==> src/rtl/if_fetch_ctrl.sv <==
// Instruction-fetch controller: owns the PC, issues one imem request at a time, presents {pc, instr} to IF/ID.
// Latency: grant -> if_valid_o is (rvalid cycle)+1; best case one instruction every 3 cycles (REQ, WAIT, HOLD).
// Backpressure: if_ready_i low holds {pc, instr} stable in HOLD with no new request; optional misalign trap under IF_MISALIGN_TRAP_EN.
module if_fetch_ctrl #(
    parameter logic [31:0] RESET_PC  = 32'h0000_0000,
    parameter logic [31:0] NOP_INSTR = 32'h0000_0013
) (
    input  logic        clk,
    input  logic        rst_n,
`ifdef IF_MISALIGN_TRAP_EN
    output logic        misalign_o,
`endif
    input  logic        branch_taken_i,
    input  logic [31:0] branch_target_i,
    output logic        imem_req_o,
    output logic [31:0] imem_addr_o,
    input  logic        imem_gnt_i,
    input  logic        imem_rvalid_i,
    input  logic [31:0] imem_rdata_i,
    output logic        if_valid_o,
    input  logic        if_ready_i,
    output logic [31:0] if_pc_o,
    output logic [31:0] if_instr_o
);

    localparam logic [2:0] ST_BOOT  = 3'd0;
    localparam logic [2:0] ST_REQ   = 3'd1;
    localparam logic [2:0] ST_WAIT  = 3'd2;
    localparam logic [2:0] ST_HOLD  = 3'd3;
`ifdef IF_MISALIGN_TRAP_EN
    localparam logic [2:0] ST_FAULT = 3'd4;
`endif

    logic [2:0]  state_q, state_d;
    logic [31:0] pc_q, pc_d;
    logic        kill_q, kill_d;
    logic        vld_q, vld_d;
    logic [31:0] ipc_q, ipc_d;
    logic [31:0] instr_q, instr_d;
    logic [31:0] redir_pc;

    // Redirect PC: raw target when trapping misalignment, otherwise low bits forced to zero.
`ifdef IF_MISALIGN_TRAP_EN
    logic tgt_mis;
    assign tgt_mis  = (branch_target_i[1:0] != 2'b00);
    assign redir_pc = branch_target_i;
`else
    assign redir_pc = branch_target_i & ~32'd3;
`endif

    // Next-state / next-PC logic for the fetch FSM.
    always_comb begin
        state_d = state_q;
        pc_d    = pc_q;
        kill_d  = kill_q;
        vld_d   = vld_q;
        ipc_d   = ipc_q;
        instr_d = instr_q;
        case (state_q)
            ST_BOOT: begin
                // A response from a request abandoned by reset may still arrive; ignore it until our first grant.
                kill_d  = 1'b1;
                state_d = ST_REQ;
            end
            ST_REQ: begin
                if (branch_taken_i) begin
                    pc_d = redir_pc;
                    if (imem_gnt_i) begin
                        // Old-address request is already in flight; drop its response.
                        kill_d  = 1'b1;
                        state_d = ST_WAIT;
                    end else begin
                        state_d = ST_REQ;
`ifdef IF_MISALIGN_TRAP_EN
                        if (tgt_mis) state_d = ST_FAULT;
`endif
                    end
                end else if (imem_gnt_i) begin
                    kill_d  = 1'b0;
                    state_d = ST_WAIT;
                end
            end
            ST_WAIT: begin
                if (branch_taken_i) begin
                    pc_d = redir_pc;
                    if (imem_rvalid_i) begin
                        kill_d  = 1'b0;
                        state_d = ST_REQ;
`ifdef IF_MISALIGN_TRAP_EN
                        if (tgt_mis) state_d = ST_FAULT;
`endif
                    end else begin
                        kill_d = 1'b1;
                    end
                end else if (imem_rvalid_i) begin
                    if (kill_q) begin
                        kill_d  = 1'b0;
                        state_d = ST_REQ;
`ifdef IF_MISALIGN_TRAP_EN
                        // A misaligned PC here means a trap was waiting for the killed response to drain.
                        if (pc_q[1:0] != 2'b00) state_d = ST_FAULT;
`endif
                    end else begin
                        vld_d   = 1'b1;
                        ipc_d   = pc_q;
                        instr_d = imem_rdata_i;
                        state_d = ST_HOLD;
                    end
                end
            end
            ST_HOLD: begin
                if (branch_taken_i) begin
                    // Redirect wins over a simultaneous accept: next PC is the target, not pc+4.
                    pc_d    = redir_pc;
                    vld_d   = 1'b0;
                    instr_d = NOP_INSTR;
                    state_d = ST_REQ;
`ifdef IF_MISALIGN_TRAP_EN
                    if (tgt_mis) state_d = ST_FAULT;
`endif
                end else if (if_ready_i) begin
                    pc_d    = pc_q + 32'd4;
                    vld_d   = 1'b0;
                    instr_d = NOP_INSTR;
                    state_d = ST_REQ;
                end
            end
`ifdef IF_MISALIGN_TRAP_EN
            ST_FAULT: begin
                if (branch_taken_i) begin
                    pc_d = redir_pc;
                    if (!tgt_mis) state_d = ST_REQ;
                end
            end
`endif
            default: state_d = ST_BOOT;
        endcase
    end

    // State registers with synchronous active-low reset.
    always_ff @(posedge clk) begin
        if (!rst_n) begin
            state_q <= ST_BOOT;
            pc_q    <= RESET_PC;
            kill_q  <= 1'b0;
            vld_q   <= 1'b0;
            ipc_q   <= 32'h0000_0000;
            instr_q <= NOP_INSTR;
        end else begin
            state_q <= state_d;
            pc_q    <= pc_d;
            kill_q  <= kill_d;
            vld_q   <= vld_d;
            ipc_q   <= ipc_d;
            instr_q <= instr_d;
        end
    end

    assign imem_req_o  = (state_q == ST_REQ);
    assign imem_addr_o = pc_q;
    assign if_valid_o  = vld_q;
    assign if_pc_o     = ipc_q;
    assign if_instr_o  = instr_q;
`ifdef IF_MISALIGN_TRAP_EN
    assign misalign_o  = (state_q == ST_FAULT);
`endif

endmodule

==> config.mk <==
export PLATFORM = sky130hd
export DESIGN_NAME = if_fetch_ctrl
export DESIGN_NICKNAME = d
export VERILOG_FILES = /design/src/rtl/if_fetch_ctrl.sv
export SDC_FILE = /design/constraint.sdc
export NUM_CORES = 1
export LEC_CHECK = 0
export ABC_CLOCK_PERIOD_IN_PS = 2550
export BUFFER_PORTS_ARGS = -buffer_cell sky130_fd_sc_hd__buf_2
export CORE_MARGIN = 4
export CORE_UTILIZATION = 44
export CTS_CLUSTER_DIAMETER = 50
export DETAILED_ROUTE_END_ITERATION = 16
export GPL_ROUTABILITY_DRIVEN = 0
export MAX_ROUTING_LAYER = met4
export PLACE_DENSITY = 0.71
export SLEW_MARGIN = 20
export SYNTH_ARGS = -nofsm -noshare
export SYNTH_HDL_FRONTEND = slang
export SYNTH_SLANG_ARGS = --single-unit
==> constraint.sdc <==
create_clock -name clk -period 2.55 [get_ports clk]
set_input_delay 0.51 -clock clk [delete_from_list [all_inputs] [get_ports clk]]
set_output_delay 0.51 -clock clk [all_outputs]
set_load 0.05 [all_outputs]
### Word level (Yosys, flattened, before mapping)

Index checks and enable logic that the tools add are counted.

| operators by class | value |
|---|---|
| equal/unequal tests | 11 |
| muxes and demuxes | 33 |
| reduce and logical (&&, ||, !) cells | 10 |
| add/sub/neg operators | 1 |
| bitwise operators | 2 |

Operator list:

| cell | number |
|---|---|
| 32-bit two-way mux | 8 |
| 32-bit case mux with 2 select lines | 2 |
| 32-bit by 3-bit adder with 32-bit output (second input constant) | 1 |
| 3-bit two-way mux | 7 |
| 3-bit case mux with 4 select lines | 1 |
| 1-bit two-way mux | 11 |
| 3-bit AND reduction | 3 |
| 3-bit by 2-bit equality test with 1-bit output (second input constant) | 2 |
| 2-bit inequality test (second input constant) | 3 |
| 3-bit inequality test (second input constant) | 2 |
| 5-bit AND reduction | 1 |
| 2-bit two-way mux | 2 |
| 2-bit by 1-bit inequality test with 1-bit output (second input constant) | 2 |
| 4-bit AND reduction | 1 |
| 2-bit nonzero test | 2 |
| 3-bit by 1-bit equality test with 1-bit output (second input constant) | 1 |
| 3-bit zero test | 1 |
| 3-bit by 2-bit inequality test with 1-bit output (second input constant) | 1 |
| 1-bit case mux with 3 select lines | 1 |
| 3-bit nonzero test | 1 |
| 1-bit inverter | 2 |
| 1-bit case mux with 2 select lines | 1 |
| 2-bit OR reduction | 1 |

| storage, ports and cells | value |
|---|---|
| bits in registers | 101 |
| logic and storage cells | 63 |
| output and inout port bits | 98 |
| bits of input ports | 70 |

### Longest topological paths before layout

Gate-level depths: netlist (run 1).

| depth | value |
|---|---|
| depth after elaboration | 4 |
| mapped depth | 9 |
| depth with buffers taken out | 6 |

### Least setup slack after synthesis (run 1)

Ideal clock, no wire load.

| timing | value |
|---|---|
| path type | reg-to-reg |
| start point | reg pc_q[15] (netlist: imem_addr_o[15]) |
| end point | reg pc_q[22] (netlist: imem_addr_o[22]) |
| path buffers | 1 |
| data arrival time | 2.244 ns |
| setup time | 0.074 ns |
| cell stages (with the launch flop) | 6 |
| data required time | 2.476 ns |
| slack | 0.231 ns |
| path through | dfxtp_1 -> buf_2 -> nand4_2 -> or4_4 -> or4_1 -> a31oi_1 |

| between the ends | value |
|---|---|
| word-level cells in the longest chain between the ends | 4 |

Ends and longest elaborated chain:

| element | line | text |
|---|---|---|
| start, declared | 35 | `logic [31:0] pc_q, pc_d;` |
| start signal, assigned | 151 | `pc_q <= pc_d;` |
| 32-bit by 3-bit adder with 32-bit output | 122 | `pc_d = pc_q + 32'd4;` |
| 32-bit two-way mux | 121 | `end else if (if_ready_i) begin` |
| 32-bit two-way mux | 112 | `if (branch_taken_i) begin` |
| 32-bit case mux with 2 select lines | 59 | `case (state_q)` |

No other way between the ends. The select of a mux whose other input is x is not followed.
A chain may end at the register's enable or synchronous reset.

### Final worst setup path (run 1)

| timing | value |
|---|---|
| start point | reg state_q[0] |
| end point | reg pc_q[29] (netlist: imem_addr_o[29]) |

| between the ends | value |
|---|---|
| word-level cells in the longest chain between the ends | 4 |

Ends and longest elaborated chain:

| element | line | text |
|---|---|---|
| start, declared | 34 | `logic [2:0] state_q, state_d;` |
| start signal, assigned | 150 | `state_q <= state_d;` |
| 3-bit by 1-bit equality test with 1-bit output or 3-bit by 2-bit equality test with 1-bit output (tied branches) | 59 |  |
| 2-bit OR reduction (no line) | - |  |
| 2-bit by 1-bit inequality test with 1-bit output (no line) or 2-bit nonzero test (tied branches) | - |  |
| 3-bit AND reduction (no line) | - |  |

Several ways; a longest one is shown, not always the timed one.

==> flow_metrics.env, run 1 <==
export IMPL_number_of_nets_in_the_finished_design=827
export IMPL_global_route_overflow_total=0
export IMPL_ant_nets=0
export IMPL_largest_net_degree_at_the_start_of_global_routing=84
export IMPL_cts_buffers_inserted=9
export IMPL_reg2reg_slack_ns=0.22
export IMPL_wl_um=15500
export IMPL_tritoncts_num_sinks=96
export IMPL_pin_count=168
export IMPL_path_class="reg -> reg"
export IMPL_wl_per_cell_um=17.3
export IMPL_number_of_flops_mapped_to_enable_cells_by_yosys=0
export IMPL_drt_pre_antenna_iters=5
export IMPL_grt_total_usage_pct=24.4
export IMPL_cts_path_max_buffers=2
export IMPL_dp_final_hpwl_um=10700
export IMPL_cp_required_ns=2.83
export IMPL_fin_cells=894
export IMPL_chipWidth_um=112
export IMPL_power_density_over_cell_area_nw_per_um2=611
export IMPL_worstHoldPathCells=3
export IMPL_worst_r2r_endpoint="imem_addr_o[29]$_SDFFE_PN0P_"
export IMPL_maximum_fanout_along_the_worst_path=13
export IMPL_achievable_frequency_mhz=429
export IMPL_cts_root_buffer_cell="clkbuf_8"
export IMPL_synth_seq_area_share_pct=40.2
export IMPL_hold_viol=0
export IMPL_max_vdd_ir_drop_mv=0.296
export IMPL_result_of_the_run="finished, final reports clean"
export IMPL_synthArstFlopShare_pct=0
export IMPL_post_synth_instance_area_um2=4780
export IMPL_yosys_top_cells_area="dfxtp_1 40%, a21oi_1 8.7%, nand2_1 6.8%"
export IMPL_placeableCoreArea_um2=10500
export IMPL_timing_slew_headroom_pct=57.0
export IMPL_antenna_found_initial=1
export IMPL_setup_tns_final_ns=0
export IMPL_yosys_cell_types_count=58
export IMPL_hold_class="in -> reg"
export IMPL_clk_insertion_delay_late_ns=0.37
export IMPL_synth_common_cells="96 x dfxtp_1, 87 x nand2_1, 83 x a21oi_1"
export IMPL_avgViaCountPerCell=5.89
export IMPL_layout_area_seq_um2=1920
export IMPL_initial_cell_density_of_the_core_pct=45.7
export IMPL_setup_violations_final=0
export IMPL_yosys_warnings=0
export IMPL_placement_io_buffers=161
export IMPL_reg2regPathDepth=7
export IMPL_syn2layout_area_growth_pct=26.0
export IMPL_finalCriticalPeriod_ns=2.33
export IMPL_final_critical_path_setup_slack_ns=0.217
export IMPL_postSynth_topFlopCell="dfxtp_1"
export IMPL_rsz0062_at_grt="no"
export IMPL_worst_slew_pin_slew_ns=0.643
export IMPL_leakage_nw=2.51
export IMPL_grt_pass1_vias=4927
export IMPL_clock_tree_htree_level_count=3
export IMPL_worstHoldStart="branch_target_i[8]"
export IMPL_clk_transition_reported_paths_ns=0.09
export IMPL_endpoint_kind="flip-flop"
export IMPL_drcViolationCount=0
export IMPL_post_cts_buffers=0
export IMPL_holdPathEnd="imem_addr_o[8]$_SDFFE_PN0P_"
export IMPL_syn_area_per_cell_um2=7.86
export IMPL_total_placed_cells_including_tap_cells=878
export IMPL_die_area_um2=12600
export IMPL_final_setup_skew_ns=0.0111
export IMPL_timing_final_crit_share_pct=91.5
export IMPL_die_height_um=112
export IMPL_synth_most_common_cell="dfxtp_1"
export IMPL_multiInputGateArea_um2=2650
export IMPL_drive_above_1_share_pct=28.3
export IMPL_syn_instance_count=608
export IMPL_critPathLaunchType="flip-flop"
export IMPL_reg2reg_from="state_q[0]$_SDFFE_PN0P_"
export IMPL_grt_first_pass_wirelength_um=24700
export IMPL_vias=5270
export IMPL_synth_seq_cells=96
export IMPL_layout_filler_cells=985
export IMPL_cts_tree="built"
export IMPL_number_of_max_slew_violations_in_the_final_report=0
export IMPL_synth_top_area_share_pct=40.2
export IMPL_detail_route_iter0_violations=367
export IMPL_pre_cts_ws_ns=0.199
export IMPL_cap_viol_max_count=0
export IMPL_core_rowCount=37
export IMPL_worstPathArrival_ns=2.62
export IMPL_synth_area_leader_cell="dfxtp_1"
## metal layers
layer	share of wire (%)	vias to the layer above	global-route usage [%]
met2	46	280	36.0
met3	8.9	33	5.44
met4	2.3	0	9.78
met1	43	2450	32.4
met5	0	-	-
li1	-	2507	-
## report_power, final
| part | total (mW) | switching [mW] | internal [mW] |
|---|---|---|---|
| logic | 0.874 | 0.598 | 0.276 |
| clock network | 1.12 | 0.545 | 0.574 |
| registers | 1.69 | 0.117 | 1.57 |
## worst max-delay path, cell delays in order (launching register included)
cell	delay, ns
dfxtp_1	0.40
inv_1	0.07
ha_2	0.46
nor2b_1	0.57
buf_4	0.26
o32a_1	0.13
a2111oi_0	0.09
a311oi_1	0.25
## worst max-delay path by stage
| stage | from | to | slack [ns] | cells past startpoint |
|---|---|---|---|---|
| final | state_q[0]$_SDFFE_PN0P_ | imem_addr_o[29]$_SDFFE_PN0P_ | 0.22 | 7 |
| after detailed placement | state_q[0]$_SDFFE_PN0P_ | imem_addr_o[25]$_SDFFE_PN0P_ | 0.20 | 6 |
| after floorplan | imem_addr_o[15]$_SDFFE_PN0P_ | imem_addr_o[22]$_SDFFE_PN0P_ | 0.23 | 5 |
| after CTS | state_q[0]$_SDFFE_PN0P_ | imem_addr_o[25]$_SDFFE_PN0P_ | 0.17 | 6 |
| after global placement | state_q[0]$_SDFFE_PN0P_ | imem_addr_o[25]$_SDFFE_PN0P_ | 0.26 | 6 |
| after global routing | state_q[0]$_SDFFE_PN0P_ | imem_addr_o[29]$_SDFFE_PN0P_ | 0.12 | 7 |
## sequential cells by signal, summed over array words and instances (netlist names)
| register | count |
|---|---|
| state_q | 2 |
| imem_addr_o | 30 |
| if_instr_o | 32 |
| if_valid_o | 1 |
| kill_q | 1 |
| if_pc_o | 30 |
## cell type report
cell class                      instances  share of cell area [%]
Multi-Input combinational cell        452                    44.0
Sequential cell                        96                    31.9
Timing Repair Buffer                  185                    17.0
Tap cell                              136                    2.83
Clock buffer                           10                    2.29
Clock inverter                          5                    1.35
Inverter                                9                   0.561
Antenna cell                            1                  0.0416
## kinds of logic after synthesis
| group | count (synthesis) | synth area share (%) |
|---|---|---|
| AOI/OAI and AO/OA | 174 | 23.1 |
| adders and majority gates | 4 | 1.05 |
| buffers and inverters | 63 | 5.42 |
| DFF | 96 | 40.2 |
| muxes | 4 | 0.838 |
| other | 1 | 0.0784 |
| and+or+nand+nor | 266 | 29.3 |
## placed cells by master (no fill, tap or decap), drive strengths merged, types with 7 or more instances in the layout
cell / Yosys / layout
inv: 8 / 8
nand2: 87 / 87
dfxtp: 96 / 96
nand3: 18 / 18
o21ai: 24 / 24
or4: 8 / 8
nand4: 17 / 17
a311oi: 7 / 7
a21oi: 83 / 83
nor3: 11 / 11
clkbuf: 43 / 10
nor3b: 29 / 29
nor2: 48 / 48
buf: 11 / 185
## per-stage QoR
step | hold slack (ns) | utilization (%) | power [mW] | instance area (um^2)
after floorplan | 0.450 | - | 2.30 | 4790
after detailed placement | 0.446 | 55.4 | 2.58 | 5800
after global routing | 0.407 | 57.6 | 3.84 | 6020
final | 0.399 | 57.6 | 3.68 | 6020
after global placement | 0.440 | 55.4 | 2.56 | 5800
after CTS | 0.384 | 57.5 | 3.70 | 6020
## repair_timing
item / 4_1_cts / 5_1_grt
resized for setup: 0 / 1
hold buffers: 0 / 0
endpoints found under the setup margin: 0 / 1
(Power assumes the default switching activity.)
==> run 2, diff against run 1 <==
--- a/config.mk
+++ b/config.mk
@@ -5,15 +5,16 @@
 export SDC_FILE = /design/constraint.sdc
 export NUM_CORES = 1
 export LEC_CHECK = 0
+export ABC_AREA = 1
 export ABC_CLOCK_PERIOD_IN_PS = 2550
 export BUFFER_PORTS_ARGS = -buffer_cell sky130_fd_sc_hd__buf_2
 export CORE_MARGIN = 4
-export CORE_UTILIZATION = 44
+export CORE_UTILIZATION = 50
 export CTS_CLUSTER_DIAMETER = 50
 export DETAILED_ROUTE_END_ITERATION = 16
 export GPL_ROUTABILITY_DRIVEN = 0
 export MAX_ROUTING_LAYER = met4
-export PLACE_DENSITY = 0.71
+export PLACE_DENSITY = 0.8
 export SLEW_MARGIN = 20
 export SYNTH_ARGS = -nofsm -noshare
 export SYNTH_HDL_FRONTEND = slang
==> run 2 against run 1 <==
Setup slack better by 0.15 ns; sequential power is 4% higher; synthesized cell count is 14% higher; clock power is 11% lower; core utilization is 6.2 points higher; sequential share of layout area is 2.3 points higher; critical endpoint is now imem_addr_o[2]$_SDFFE_PN0P_; highest routed layer unchanged.
==> flow_metrics.env, run 2 <==
export IMPL_ant_nets=0
export IMPL_avgViaCountPerCell=5.34
export IMPL_cts_root_buffer_cell="clkbuf_8"
export IMPL_pin_count=168
export IMPL_antenna_found_initial=0
export IMPL_die_height_um=103
export IMPL_number_of_max_slew_violations_in_the_final_report=0
export IMPL_maximum_fanout_along_the_worst_path=22
export IMPL_yosys_cell_types_count=31
export IMPL_drt_pre_antenna_iters=5
export IMPL_initial_cell_density_of_the_core_pct=51.7
export IMPL_cts_repair_resize_count=0
export IMPL_setup_violations_final=0
export IMPL_non_filler_cell_area_final_um2=5610
export IMPL_global_route_overflow_total=0
export IMPL_number_of_nets_in_the_finished_design=918
export IMPL_reg2regPathDepth=9
export IMPL_drive_above_1_share_pct=23.6
export IMPL_tritoncts_num_sinks=96
export IMPL_core_rowCount=34
export IMPL_layout_cells_most_common_list="215 x nand2_1, 161 x buf_2, 103 x nor2_1"
export IMPL_synth_top_area_share_pct=42.2
export IMPL_hold_class="in -> reg"
export IMPL_timing_final_crit_share_pct=85.5
export IMPL_synthArstFlopShare_pct=0
export IMPL_yosys_warnings=0
export IMPL_final_setup_skew_ns=0.0111
export IMPL_cts_buffers_inserted=9
export IMPL_wl_um=13900
export IMPL_fin_total_pwr_mw=3.79
export IMPL_vias=5115
export IMPL_cts_path_max_buffers=2
export IMPL_reg2reg_from="state_q[0]$_SDFFE_PN0P_"
export IMPL_rsz0062_at_grt="no"
export IMPL_cp_required_ns=2.84
export IMPL_syn_area_per_cell_um2=6.56
export IMPL_cap_viol_max_count=0
export IMPL_largest_net_degree_at_the_start_of_global_routing=38
export IMPL_synth_area_leader_cell="dfxtp_1"
export IMPL_wl_per_cell_um=14.5
export IMPL_worst_slew_pin_slew_ns=0.653
export IMPL_reg2reg_slack_ns=0.37
export IMPL_post_cts_buffers=0
export IMPL_worst_r2r_endpoint="imem_addr_o[2]$_SDFFE_PN0P_"
export IMPL_multiInputGateArea_um2=2310
export IMPL_max_vdd_ir_drop_mv=0.336
export IMPL_timing_slew_headroom_pct=56.5
export IMPL_postSynth_topFlopCell="dfxtp_1"
export IMPL_leakage_nw=2.48
export IMPL_worstHoldPathCells=3
export IMPL_endpoint_kind="flip-flop"
export IMPL_detail_route_iter0_violations=396
export IMPL_hold_buffers=0
export IMPL_dp_final_hpwl_um=10300
export IMPL_post_synth_instance_area_um2=4560
export IMPL_antenna_cells=0
export IMPL_path_class="reg -> reg"
export IMPL_finalCriticalPeriod_ns=2.18
export IMPL_worstPathArrival_ns=2.47
export IMPL_critPathLaunchType="flip-flop"
export IMPL_clk_insertion_delay_late_ns=0.36
export IMPL_cts_tree="built"
export IMPL_placeableCoreArea_um2=8810
export IMPL_power_density_over_cell_area_nw_per_um2=675
export IMPL_drcViolationCount=0
export IMPL_holdPathEnd="if_instr_o[4]$_SDFFE_PN1P_"
export IMPL_synth_most_common_cell="nand2_1"
export IMPL_syn2layout_area_growth_pct=23.1
export IMPL_achievable_frequency_mhz=459
export IMPL_synth_common_cells="215 x nand2_1, 104 x nor2_1, 96 x dfxtp_1"
export IMPL_synth_seq_area_share_pct=42.2
export IMPL_clk_transition_reported_paths_ns=0.11
export IMPL_result_of_the_run="finished, final reports clean"
export IMPL_grt_first_pass_wirelength_um=21400
export IMPL_largest_register_ffs=32
export IMPL_syn_instance_count=695
export IMPL_clock_tree_htree_level_count=3
export IMPL_cp_startpoint="state_q[0]$_SDFFE_PN0P_"
export IMPL_die_area_um2=10700
export IMPL_setup_tns_final_ns=0
export IMPL_hold_viol=0
export IMPL_yosys_top_cells_area="dfxtp_1 42%, nand2_1 18%, a21oi_1 8.9%"
export IMPL_grt_total_usage_pct=25.7
export IMPL_grt_pass1_vias=4668
export IMPL_final_common_cell="nand2_1"
export IMPL_detailed_place_area_um2=5420
export IMPL_number_of_flops_mapped_to_enable_cells_by_yosys=0
export IMPL_worstHoldStart="imem_rdata_i[4]"
export IMPL_chipWidth_um=103
export IMPL_placement_io_buffers=161
export IMPL_synth_seq_cells=96
export IMPL_layout_area_seq_um2=1920
export IMPL_layout_filler_cells=830
==> run 2: cell types whose count changed after synthesis, moves of 10 or more <==
| cell | delta |
|---|---|
| clkbuf_1 | -21 |
| o21ai_0 | +26 |
| nand2_1 | +128 |
| nand4_1 | -10 |
| inv_1 | +30 |
| nor3b_1 | -29 |
| nor2_1 | +56 |
| nand3_1 | +13 |
==> run 2: logic make-up (layout without fill, tap and decap cells) <==
logic type      after synthesis  after routing  share of synthesized area (%)
other cells                   1              4                         0.0823
xor+xnor                      1              1                          0.192
compound gates              148            148                           17.2
simple gates                365            365                           31.8
flops                        96             96                           42.2
buf+inv                      80            231                           7.39
fa+ha+maj                     4              4                           1.10
==> run 2: power by group <==
part	switching (mW)	internal [mW]	leakage, nW	total (mW)
combinational	0.774	0.265	1.60	1.04
sequential	0.138	1.61	0.780	1.75
clock	0.591	0.406	0.101	0.997
==> run 2: layer usage <==
metal / track usage (%) / wire length (um) / vias up
met1: 33.1 / 5810 / 2324
met4: 6.57 / 193 / 0
met5: - / 0 / -
met2: 42.0 / 6630 / 245
met3: 4.49 / 1260 / 23
li1: - / - / 2523
==> run 2: final cells by class <==
type,count,area share [%]
multi-input cells,522,41.2
flip-flops and latches,96,34.3
repair buffers,171,15.7
inverters,44,2.94
clock buffers,10,2.45
well taps,108,2.41
clock inverters,6,1.03
==> run 2: through the flow <==
step	setup slack, ns	util [%]	hold WS, ns	instances
after floorplan	0.646	-	0.473	698
after global placement	0.577	61.5	0.449	941
after detailed placement	0.437	61.5	0.454	941
after CTS	0.405	63.7	0.348	957
after global routing	0.244	63.7	0.349	957
final	0.370	63.7	0.354	957
==> run 2: how the worst max path moves through the flow <==
| stage | end | slack [ns] | cells after the start |
|---|---|---|---|
| after floorplan | imem_addr_o[16]$_SDFFE_PN0P_ | 0.65 | 10 |
| after global placement | imem_addr_o[2]$_SDFFE_PN0P_ | 0.58 | 9 |
| after detailed placement | imem_addr_o[2]$_SDFFE_PN0P_ | 0.44 | 9 |
| after CTS | imem_addr_o[2]$_SDFFE_PN0P_ | 0.40 | 9 |
| after global routing | imem_addr_o[2]$_SDFFE_PN0P_ | 0.24 | 9 |
| final | imem_addr_o[2]$_SDFFE_PN0P_ | 0.37 | 9 |
==> run 2: critical path, stage by stage, from the launching register on <==
cell     delay, ns
dfxtp_1       0.39
inv_1         0.06
ha_1          0.27
inv_1         0.07
o21ai_0       0.24
o21ai_2       0.10
inv_1         0.49
buf_4         0.25
o21ai_0       0.08
a31oi_1       0.16
==> run 3, diff against run 2 <==
--- a/config.mk
+++ b/config.mk
@@ -8,13 +8,13 @@
 export ABC_AREA = 1
 export ABC_CLOCK_PERIOD_IN_PS = 2550
 export BUFFER_PORTS_ARGS = -buffer_cell sky130_fd_sc_hd__buf_2
-export CORE_MARGIN = 4
-export CORE_UTILIZATION = 50
+export CORE_MARGIN = 3
+export CORE_UTILIZATION = 30
 export CTS_CLUSTER_DIAMETER = 50
 export DETAILED_ROUTE_END_ITERATION = 16
 export GPL_ROUTABILITY_DRIVEN = 0
 export MAX_ROUTING_LAYER = met4
-export PLACE_DENSITY = 0.8
+export PLACE_DENSITY = 0.52
 export SLEW_MARGIN = 20
 export SYNTH_ARGS = -nofsm -noshare
 export SYNTH_HDL_FRONTEND = slang
==> run 3 against run 2 <==
Register-to-register slack better by 0.20 ns; global-route usage is 7.5 points lower; core utilization is 24 points lower; clock skew is 0.0025 ns lower; setup slack better by 0.20 ns; highest routed layer unchanged; maximum frequency is 10% higher; first-iteration DRC count is 23% lower; final cell count is 7.9% higher; flip-flop and latch count stayed put; combinational power hardly changed; sequential share of layout area is 1.3 points lower; worst hold slack better by 0.025 ns.
==> flow_metrics.env, run 3 (synthesis results as in run 2) <==
export IMPL_result_of_the_run="finished, final reports clean"
export IMPL_layout_area_seq_um2=1920
export IMPL_clock_tree_htree_level_count=3
export IMPL_final_setup_skew_ns=0.00866
export IMPL_syn2layout_area_growth_pct=28.1
export IMPL_antenna_cells=0
export IMPL_timing_slew_headroom_pct=63.6
export IMPL_cts_repair_resize_count=0
export IMPL_worstPathArrival_ns=2.24
export IMPL_die_area_um2=16700
export IMPL_multiInputGateArea_um2=2320
export IMPL_rsz0062_at_grt="no"
export IMPL_final_critical_path_setup_slack_ns=0.569
export IMPL_grt_first_pass_wirelength_um=23300
export IMPL_critPathLaunchType="flip-flop"
export IMPL_grt_pass1_vias=4393
export IMPL_cts_root_buffer_cell="clkbuf_16"
export IMPL_core_rowCount=44
export IMPL_path_class="reg -> reg"
export IMPL_clk_transition_reported_paths_ns=0.07
export IMPL_clk_insertion_delay_late_ns=0.35
export IMPL_final_hold_worst_slack_ns=0.379
export IMPL_pin_count=168
export IMPL_hold_buffers=0
export IMPL_cts_tree="built"
export IMPL_chipWidth_um=129
export IMPL_wl_per_cell_um=14.6
export IMPL_layout_filler_cells=1602
export IMPL_max_vdd_ir_drop_mv=0.345
export IMPL_initial_cell_density_of_the_core_pct=31.0
export IMPL_slowest_stage="dfxtp_1"
export IMPL_tritoncts_num_sinks=96
export IMPL_hold_viol=0
export IMPL_maximum_fanout_along_the_worst_path=21
export IMPL_antenna_found_initial=0
export IMPL_layout_cells_most_common_list="215 x nand2_1, 161 x buf_2, 103 x nor2_1"
export IMPL_cp_required_ns=2.80
export IMPL_worst_slew_pin_slew_ns=0.543
export IMPL_largest_net_degree_at_the_start_of_global_routing=38
export IMPL_placeableCoreArea_um2=14700
export IMPL_timing_final_crit_share_pct=77.7
export IMPL_power_density_over_cell_area_nw_per_um2=721
export IMPL_max_stage_delay_ns=0.38
export IMPL_fin_cells=1033
export IMPL_final_common_cell="nand2_1"
export IMPL_total_placed_cells_including_tap_cells=1019
export IMPL_finalCriticalPeriod_ns=1.98
export IMPL_setup_tns_final_ns=0
export IMPL_number_of_nets_in_the_finished_design=920
export IMPL_drt_pre_antenna_iters=5
export IMPL_global_route_overflow_total=0
export IMPL_cts_path_max_buffers=2
export IMPL_crit_chain="inv_1 > ha_1 > inv_1 > o21ai_0 > o21ai_2 > inv_1 > buf_4 > o21ai_0 > a211oi_1"
export IMPL_leakage_nw=2.54
export IMPL_largest_register_ffs=32
export IMPL_die_height_um=129
export IMPL_avgViaCountPerCell=4.70
export IMPL_ant_nets=0
export IMPL_drive_above_1_share_pct=23.6
export IMPL_number_of_max_slew_violations_in_the_final_report=0
export IMPL_hold_class="in -> reg"
export IMPL_detail_route_iter0_violations=303
export IMPL_grt_total_usage_pct=18.3
export IMPL_pre_cts_ws_ns=0.529
export IMPL_setup_violations_final=0
export IMPL_path_common_cell="inv_1"
export IMPL_cap_viol_max_count=0
export IMPL_wl_um=15100
export IMPL_vias=4852
export IMPL_post_cts_buffers=0
export IMPL_achievable_frequency_mhz=505
export IMPL_placement_io_buffers=161
export IMPL_endpoint_kind="flip-flop"
export IMPL_drcViolationCount=0
export IMPL_dp_final_hpwl_um=11300
export IMPL_cts_buffers_inserted=9
## run 3: final cells by class
cell class | instances | area share, %
multi-input cells | 522 | 39.7
flip-flops and latches | 96 | 32.9
repair buffers | 173 | 15.4
clock buffers | 12 | 4.57
well taps | 184 | 3.95
inverters | 44 | 2.83
clock inverters | 2 | 0.665
## run 3: report_power, final
group / switching, mW / internal (mW)
clock network: 0.570 / 0.832
logic: 0.786 / 0.272
registers: 0.133 / 1.62
## run 3: path summary, 6_finish.rpt
kind | start | to | slack, ns | cells past startpoint
max | state_q[0]$_SDFFE_PN0P_ | imem_addr_o[10]$_SDFFE_PN0P_ | 0.57 | 9
min | imem_rdata_i[4] | if_instr_o[4]$_SDFFE_PN1P_ | 0.38 | 3
max reg2reg | state_q[0]$_SDFFE_PN0P_ | imem_addr_o[10]$_SDFFE_PN0P_ | 0.57 | 9
min reg2reg | if_instr_o[24]$_SDFFE_PN0P_ | if_instr_o[24]$_SDFFE_PN0P_ | 0.46 | 2
## run 3: metrics by stage
stage / power, mW / utilization (%) / cell area, um^2
6_report: 4.21 / 39.7 / 5840
5_1_grt: 4.41 / 39.7 / 5840
4_1_cts: 4.26 / 39.7 / 5840
3_5_place_dp: 2.84 / 37.6 / 5530
3_3_place_gp: 2.84 / 37.6 / 5530
2_1_floorplan: 2.53 / - / 4570
## run 3: critical path: cells and delay by family, from the launching register on
family | cells | cell delay [ns]
fa+ha+maj | 1 | 0.27
buf+inv | 4 | 0.55
compound gates | 4 | 0.69
flops | 1 | 0.38
## run 3: layer usage
| metal | wire [um] | track usage [%] | part of all wire (%) | vias up |
|---|---|---|---|---|
| li1 | - | - | - | 2541 |
| met1 | 7280 | 25.4 | 48 | 2153 |
| met2 | 6850 | 27.6 | 45 | 142 |
| met3 | 771 | 2.23 | 5.1 | 16 |
| met4 | 221 | 5.99 | 1.5 | 0 |
| met5 | 0 | - | 0 | - |
